--- src/rtl/mips_pkg.sv ---
// Shared MIPS datapath definitions.
//   - load-size encodings (LS_WORD / LS_BYTE / LS_HALF, 2'b11 reserved = word)
//   - REG_ZERO: architectural zero register, never written
//   - default datapath / register-address widths
package mips_pkg;

  localparam int DATA_W_DEFAULT = 32;
  localparam int REG_AW_DEFAULT = 5;

  localparam int unsigned REG_ZERO = 0;

  typedef enum logic [1:0] {
    LS_WORD = 2'b00,
    LS_BYTE = 2'b01,
    LS_HALF = 2'b10,
    LS_RSVD = 2'b11   // decoded as a word load
  } load_size_e;

endpackage

--- src/rtl/mem_wb_stage_load_align.sv ---
// load_align: combinational sub-word load alignment.
// Selects the addressed byte / halfword from a raw memory word
// (little-endian, lane 0 = bits 7:0) and sign- or zero-extends it.
// Ports:
//   data_in      raw data-memory word
//   addr_lo      low two bits of the load address
//   size         load-size encoding (mips_pkg::load_size_e)
//   is_unsigned  zero-extend instead of sign-extend
//   data_out     aligned, extended load data
// Only the low 32 bits carry byte/half lanes; DATA_W must be >= 32.
module load_align
  import mips_pkg::*;
#(
  parameter int DATA_W = DATA_W_DEFAULT
) (
  input  logic [DATA_W-1:0] data_in,
  input  logic [1:0]        addr_lo,
  input  logic [1:0]        size,
  input  logic              is_unsigned,
  output logic [DATA_W-1:0] data_out
);

  localparam int NUM_BYTES = 4;

  logic [NUM_BYTES-1:0][7:0]     lane;
  logic [NUM_BYTES/2-1:0][15:0]  half;
  logic [7:0]                    sel_byte;
  logic [15:0]                   sel_half;

  for (genvar g = 0; g < NUM_BYTES; g++) begin : g_lane
    assign lane[g] = data_in[8*g +: 8];
  end

  for (genvar g = 0; g < NUM_BYTES/2; g++) begin : g_half
    assign half[g] = data_in[16*g +: 16];
  end

  assign sel_byte = lane[addr_lo];
  assign sel_half = half[addr_lo[1]];

  always_comb begin
    data_out = data_in;
    case (size)
      LS_BYTE: data_out = {{(DATA_W-8){sel_byte[7] & ~is_unsigned}}, sel_byte};
      LS_HALF: data_out = {{(DATA_W-16){sel_half[15] & ~is_unsigned}}, sel_half};
      default: data_out = data_in;
    endcase
  end

endmodule

--- src/rtl/mem_wb_stage.sv ---
// mem_wb_stage: MEM/WB pipeline register of the MIPS datapath.
// Captures memory-stage results, picks load data or ALU result, and drives
// the register file write port. Because the register file reads
// synchronously (same-edge read returns the stale value), a one-entry
// write-through bypass is registered alongside RegData1/RegData2.
// Optional feature: define MEMWB_BYTE_LOAD_EN to enable byte/half load
// alignment; otherwise load data is the raw memory word.
// Ports:
//   clk, rst_n            clock (rising), async active-low reset
//   stall, flush          hold / kill stage (flush wins); both insert bubble
//   in_*                  MEM-stage instruction fields
//   readReg1, readReg2    register-file read addresses this cycle
//   WB, writeReg, writeData  register-file write port
//   fwdN_sel, fwdN_data   bypass select/data, aligned with RegDataN
module mem_wb_stage
  import mips_pkg::*;
#(
  parameter int DATA_W = DATA_W_DEFAULT,
  parameter int REG_AW = REG_AW_DEFAULT
) (
  input  logic              clk,
  input  logic              rst_n,
  input  logic              stall,
  input  logic              flush,
  input  logic              in_valid,
  input  logic              in_reg_write,
  input  logic              in_mem_to_reg,
  input  logic [REG_AW-1:0] in_write_reg,
  input  logic [DATA_W-1:0] in_alu_result,
  input  logic [DATA_W-1:0] in_mem_data,
  input  logic [1:0]        in_load_size,
  input  logic              in_load_unsigned,
  input  logic [REG_AW-1:0] readReg1,
  input  logic [REG_AW-1:0] readReg2,
  output logic              WB,
  output logic [REG_AW-1:0] writeReg,
  output logic [DATA_W-1:0] writeData,
  output logic              fwd1_sel,
  output logic              fwd2_sel,
  output logic [DATA_W-1:0] fwd1_data,
  output logic [DATA_W-1:0] fwd2_data
);

  localparam logic [REG_AW-1:0] ZERO_REG = REG_AW'(REG_ZERO);

  logic [DATA_W-1:0] load_data;
  logic [DATA_W-1:0] result;
  logic              wb_next;
  logic              hit1, hit2;

`ifdef MEMWB_BYTE_LOAD_EN
  load_align #(.DATA_W(DATA_W)) u_load_align (
    .data_in     (in_mem_data),
    .addr_lo     (in_alu_result[1:0]),
    .size        (in_load_size),
    .is_unsigned (in_load_unsigned),
    .data_out    (load_data)
  );
`else
  // Sub-word controls have no effect without alignment hardware.
  logic unused_load_cfg;
  assign unused_load_cfg = ^{in_load_size, in_load_unsigned};
  assign load_data       = in_mem_data;
`endif

  assign result  = in_mem_to_reg ? load_data : in_alu_result;
  assign wb_next = in_valid & in_reg_write & (in_write_reg != ZERO_REG);

  // Stage register. Stall and flush both bubble WB so a held instruction
  // commits exactly once; data fields simply hold.
  always_ff @(posedge clk or negedge rst_n) begin
    if (!rst_n) begin
      WB        <= 1'b0;
      writeReg  <= '0;
      writeData <= '0;
    end else if (flush || stall) begin
      WB <= 1'b0;
    end else begin
      WB        <= wb_next;
      writeReg  <= in_write_reg;
      writeData <= result;
    end
  end

  // Bypass: the write currently on the port lands at this edge, while the
  // register file samples the pre-write contents for readRegN. Registering
  // the match here lines fwdN up with RegDataN one edge later.
  assign hit1 = WB & (writeReg == readReg1) & (readReg1 != ZERO_REG);
  assign hit2 = WB & (writeReg == readReg2) & (readReg2 != ZERO_REG);

  always_ff @(posedge clk or negedge rst_n) begin
    if (!rst_n) begin
      fwd1_sel  <= 1'b0;
      fwd2_sel  <= 1'b0;
      fwd1_data <= '0;
      fwd2_data <= '0;
    end else begin
      fwd1_sel <= hit1;
      fwd2_sel <= hit2;
      if (hit1) fwd1_data <= writeData;
      if (hit2) fwd2_data <= writeData;
    end
  end

endmodule

--- config.mk ---
export PLATFORM = sky130hd
export DESIGN_NAME = mem_wb_stage
export DESIGN_NICKNAME = d
export VERILOG_FILES = /design/src/rtl/mips_pkg.sv /design/src/rtl/mem_wb_stage_load_align.sv /design/src/rtl/mem_wb_stage.sv
export SDC_FILE = /design/constraint.sdc
export NUM_CORES = 1
export LEC_CHECK = 0
export CAP_MARGIN = 20
export CORE_MARGIN = 1.5
export CORE_UTILIZATION = 38
export CTS_BUF_LIST = sky130_fd_sc_hd__clkbuf_16
export DETAILED_ROUTE_END_ITERATION = 16
export PLACE_DENSITY = 0.77
export SYNTH_ARGS = -nofsm -noshare
export SYNTH_HDL_FRONTEND = slang
export SYNTH_HIERARCHICAL = 1
export SYNTH_SLANG_ARGS = --single-unit
--- constraint.sdc ---
create_clock -name clk -period 1.6 [get_ports clk]
set_input_delay 0.4 -clock clk [delete_from_list [all_inputs] [get_ports clk]]
set_output_delay 0.4 -clock clk [all_outputs]
set_load 0.05 [all_outputs]
; ---- After elaboration in Yosys (flattened, before gate mapping)
; Cells that the tools add are included.
[word_totals]
reg_bits = 104
in_bits = 89
output_inout_bits = 104
word_cells = 21
[classes]
n_eq_ne = 2
mux = 2
bitwise_logic = 6
n_reduce_logical = 4
[ops]
columns = operator, n
row1 = $mux 32, 1
row2 = $reduce_bool 5->1, 3
row3 = $eq 5x5->1, 2
row4 = $and 1x1->1, 6
row5 = $logic_or 1x1->1, 1
row6 = $mux 1, 1

; ---- Depth between registers and ports, before layout
; Gate-level depths: netlist of run 1.
[depth]
ltp_word = 3
depth_mapped = 5
depth_no_buf = 4

; ---- Worst setup path after synthesis of run 1
; No wires, ideal clock.
[synth_path]
kind = register -> register
startpoint = register writeReg[1]
endpoint = register fwd1_data[0]
setup_time_ps = 125
arrival_time_ps = 1923
required_time_ps = 1475
path_slack_ps = -447
stages_incl_launch_ff = 6
path_buffers = 1
period_less_slack_ps = 2047
cell_sequence = dfrtp_1 xnor2_1 nand2_1 a211oi_2 buf_6 mux2_2
[synth_via]
elab_chain_len = 3
[synth_rtl]
columns = item, line
row1 = "start, declared", mem_wb_stage.sv:36  ; output logic [REG_AW-1:0] writeReg,
row2 = "start signal, assigned", mem_wb_stage.sv:80  ; writeReg <= in_write_reg;
row3 = $eq 5x5->1, mem_wb_stage.sv:88  ; assign hit1 = WB & (writeReg == readReg1) & (readReg1 != ZERO_REG);
row4 = $and 1x1->1 (2 in series), mem_wb_stage.sv:88
row5 = "end signal, assigned", mem_wb_stage.sv:100  ; if (hit1) fwd1_data <= writeData;
row6 = "end, declared", mem_wb_stage.sv:40  ; output logic [DATA_W-1:0] fwd1_data,
; Every way passes these cells.
; A chain may end at the register's enable or synchronous reset.

; ---- Worst setup path in the final report of run 1
[layout_path]
startpoint = input readReg2[1]
endpoint = register fwd2_data[14]
[layout_via]
elab_chain_len = 3
word_cells_on_any_way = 4
cone_classes = eq/ne (1) / bitwise (2) / reduce/logical (1)
[layout_rtl]
columns = item, line
row1 = "start, declared", mem_wb_stage.sv:34  ; input logic [REG_AW-1:0] readReg2,
row2 = $eq 5x5->1, mem_wb_stage.sv:89  ; assign hit2 = WB & (writeReg == readReg2) & (readReg2 != ZERO_REG);
row3 = $and 1x1->1, mem_wb_stage.sv:89
row4 = $and 1x1->1 *, mem_wb_stage.sv:89
row5 = "end signal, assigned", mem_wb_stage.sv:101  ; if (hit2) fwd2_data <= writeData;
row6 = "end, declared", mem_wb_stage.sv:41  ; output logic [DATA_W-1:0] fwd2_data
; Mark *: on every way between the ends. The rest lies on a longest branch, timed or not.

==> metrics.log, run 1 <==
[metrics] status: complete, but fails checks
[metrics] failing checks: setup timing
[metrics] global-route usage over all layers: 20.8%
[metrics] Port Buffer Count: 189
[metrics] critical path startpoint category: primary input
[metrics] placed wire-length estimate: 8360 um
[metrics] Final Hold Fails: 0
[metrics] Core Footprint: 10900 um2
[metrics] count of final setup violators: 64
[metrics] count of synthesis-stage warnings from yosys: 6
[metrics] largest fanout on the critical path: 8
[metrics] diodes inserted: 0
[metrics] sequential-to-total area share from yosys stat: 60.8%
[metrics] commonest cells after routing, fill and taps aside: sky130_fd_sc_hd__buf_12, sky130_fd_sc_hd__dfrtp_1, sky130_fd_sc_hd__clkdlybuf4s50_1
[metrics] post-route clock period utilization: 118%
[metrics] via count: 3279
[metrics] share of layout cells above drive strength 1: 44.9%
[metrics] via count of the first global-routing pass: 3605
[metrics] Post-Route Utilization: 76.5%
[metrics] gpl congestion: 0.760
[metrics] clock tree skew after final layout: 13.3 ps
[metrics] DP Area: 7540 um2
[metrics] vias per inst: 4.84
[metrics] number of unique standard cell types used by synthesis: 19
[metrics] wire length of the first global-routing pass: 18900 um
[metrics] switching component of the power: 2.73 mW
[metrics] static leakage power: 3.82 nW
[metrics] Reg2Reg Depth: 7
[metrics] unrepaired setup endpoints after global routing: yes
[metrics] standard-cell rows: 38
[metrics] synthesis-stage register bit count: 104
[metrics] relative contribution of sequential cells to total power: 39.7%
[metrics] DIE HEIGHT: 109 um
[metrics] drt pass-1 iters: 4
[metrics] post-detailed-routing wire length: 12300 um
[metrics] number of pins with negative max-slew slack in the final report: 0
[metrics] horizontal die dimension: 109 um
[metrics] count of mapped cells out of synthesis: 312
[metrics] endpoint kind of the worst setup timing path: flop
[metrics] total standard cell area after synthesis: 4280 um2
[metrics] switch share: 33.4%
[metrics] most common library cell in the layout ignoring fill and taps: sky130_fd_sc_hd__buf_12
[metrics] DRT antenna net count: 0
[metrics] Layout Cell Area excl Fill: 8370 um2
[metrics] Initial Utilization: 39.2%
[metrics] Slew headroom: 78.6%
[metrics] sum of negative setup slack: -14450 ps
[metrics] setup slack on the worst flop-to-flop path: -280 ps
[metrics] type of the tightest min-delay check: primary input to asynchronous set/reset pin
[metrics] power share of the clock group: 25.4%
[metrics] remaining routing DRC violations: 0
[metrics] number of antenna violations at the first check in global routing: 0
[metrics] combinational power share: 34.9%
[metrics] area added between synthesis and finish: 95.4%
[metrics] smallest setup slack after layout: -294 ps
[metrics] DIE AREA: 11900 um2
[metrics] total global routing overflow: 0
[metrics] Fmax: 528 MHz
[metrics] CTS tree: yes
[metrics] Iter 0 DRT Violations: 92
[metrics] number of nets produced by synthesis: 401
[metrics] Req. time, crit path: 1820 ps
[metrics] max-cap check violation count: 0
[metrics] areal power density over the cells: 976 nW/um2
[metrics] cell at the root of the clock tree: sky130_fd_sc_hd__clkbuf_16
[metrics] Clock transition at path regs: 80 ps
[metrics] number of levels the H-tree was split into: 3
[metrics] startpoint-to-endpoint class of the critical path: primary input to flop
[metrics] average wire length per cell after detail routing: 18.2 um
[metrics] maximum VDD drop: 0.592 mV
[metrics] number of buffers inserted during clock tree synthesis: 9
[metrics] total chip power: 8.17 mW
[metrics] Critical Path AT: 2110 ps
[metrics] Final Net Count: 621
[metrics] pin count of the biggest net entering global routing: 44
[metrics] internal power: 5.44 mW
[metrics] final critical delay including setup and external delays: 1890 ps
[metrics] buffers from clock root to sink, at most: 2
[metrics] latest clock arrival within the worst-skew pair: 330 ps
[metrics] Avg Synthesized Cell Area: 13.7 um2
[metrics] transition at the pin with the smallest max-transition slack: 320 ps
[metrics] total I/O pin count: 193
[metrics] Hold Slack: 477 ps
[metrics] clock sinks: 104
-- critical path: stages --
cell	delay [ps]
sky130_fd_sc_hd__clkdlybuf4s50_1	510
sky130_fd_sc_hd__xnor2_2	120
sky130_fd_sc_hd__nand3_2	120
sky130_fd_sc_hd__a211oi_4	270
sky130_fd_sc_hd__buf_6	180
sky130_fd_sc_hd__clkbuf_16	170
sky130_fd_sc_hd__mux2_2	330
-- metal layers --
| layer | global-route usage [%] | up-vias | wire (um) |
|---|---|---|---|
| met5 | 0 | - | 0 |
| met4 | 5.55 | 0 | 126 |
| met3 | 3.95 | 8 | 686 |
| met2 | 37.1 | 107 | 6500 |
| met1 | 25.6 | 1631 | 5020 |
| li1 | - | 1533 | - |
-- cells by family (layout without fill, tap and decap cells) --
group | after synthesis | count (layout) | synth area share [%]
AOI/OAI and AO/OA | 37 | 37 | 5.26
buffers and inverters | 18 | 243 | 2.72
and+or+nand+nor | 44 | 44 | 4.00
muxes | 101 | 101 | 25.6
DFF | 104 | 104 | 60.8
xor gates and xnor gates | 8 | 8 | 1.64
-- power by group through the flow --
stage | Sequential [mW] | Combinational [mW] | Clock (mW)
detailed placement | 3.28 | 2.72 | 0
global placement | 3.27 | 2.68 | 0
floorplan | 3.99 | 0.357 | 0
global route | 3.28 | 2.96 | 2.24
finish | 3.24 | 2.85 | 2.08
CTS | 3.23 | 2.81 | 2.11
-- cells in the mapped netlist --
| master | n | share of area, % |
|---|---|---|
| sky130_fd_sc_hd__dfrtp_1 | 104 | 61 |
| sky130_fd_sc_hd__mux2_2 | 65 | 17 |
| sky130_fd_sc_hd__nand2_1 | 37 | 3.2 |
| sky130_fd_sc_hd__mux2i_1 | 32 | 7.5 |
| sky130_fd_sc_hd__o21ai_0 | 32 | 3.7 |
| sky130_fd_sc_hd__clkbuf_1 | 9 | 0.79 |
| sky130_fd_sc_hd__xnor2_1 | 8 | 1.6 |
| sky130_fd_sc_hd__buf_6 | 6 | 1.6 |
| sky130_fd_sc_hd__mux2_1 | 4 | 1.1 |
| sky130_fd_sc_hd__buf_2 | 3 | 0.35 |
| sky130_fd_sc_hd__nor2_1 | 3 | 0.26 |
| sky130_fd_sc_hd__nand3_1 | 2 | 0.23 |
| sky130_fd_sc_hd__a211oi_1 | 1 | 0.18 |
| sky130_fd_sc_hd__a211oi_2 | 1 | 0.29 |
| sky130_fd_sc_hd__a211oi_4 | 1 | 0.47 |
| sky130_fd_sc_hd__nor3_1 | 1 | 0.12 |
| sky130_fd_sc_hd__o41ai_1 | 1 | 0.20 |
| sky130_fd_sc_hd__o41ai_2 | 1 | 0.38 |
| sky130_fd_sc_hd__or2_1 | 1 | 0.15 |
-- layout make-up --
type	instances	area, um2
timing repair buffer	227	3490
sequential	104	2610
fill	665	2570
multi-input combinational	190	1820
clock buffer	9	225
tap	140	175
clock inverter	7	51.3
-- per-stage QoR --
step	cells	setup WS (ps)
4_1_cts	671	-238
2_1_floorplan	312	-219
3_3_place_gp	640	-623
5_1_grt	677	-324
3_5_place_dp	640	-623
6_report	677	-294
-- final timing paths --
| check | start | to |
|---|---|---|
| setup / recovery | readReg2[1] | fwd2_data[14] |
| hold / removal | rst_n | writeData[26] |
| setup reg to reg | writeReg[3] | fwd2_data[14] |
| hold reg to reg | fwd2_data[16] | fwd2_data[16] |
| max in group asynchronous | rst_n | writeReg[4] |
| min in group clk | fwd2_data[16] | fwd2_data[16] |
-- sequential cells by signal, summed over array words and instances, names as in the netlist --
name,cells
writeReg,5
writeData,32
fwd1_sel,1
fwd2_data,32
fwd2_sel,1
fwd1_data,32
WB,1
-- timing repair --
item                                    in CTS  in global routing
hold buffers                                 1                  0
buffers inserted                            11                  2
gates cloned                                 3                  4
hold endpoints to repair                    13                  0
pin swaps                                    3                  3
endpoints found under the setup margin      64                 69
resized for setup                           45                 22
Note: power is estimated with default switching activity, not from simulation.
==> inputs of run 2 (changes only) <==
--- a/config.mk
+++ b/config.mk
@@ -10,6 +10,7 @@
 export CORE_UTILIZATION = 38
 export CTS_BUF_LIST = sky130_fd_sc_hd__clkbuf_16
 export DETAILED_ROUTE_END_ITERATION = 16
+export GPL_ROUTABILITY_DRIVEN = 0
 export PLACE_DENSITY = 0.77
 export SYNTH_ARGS = -nofsm -noshare
 export SYNTH_HDL_FRONTEND = slang
==> results of run 2 <==
The final DEF is identical to that of run 1; final timing and power are the same.
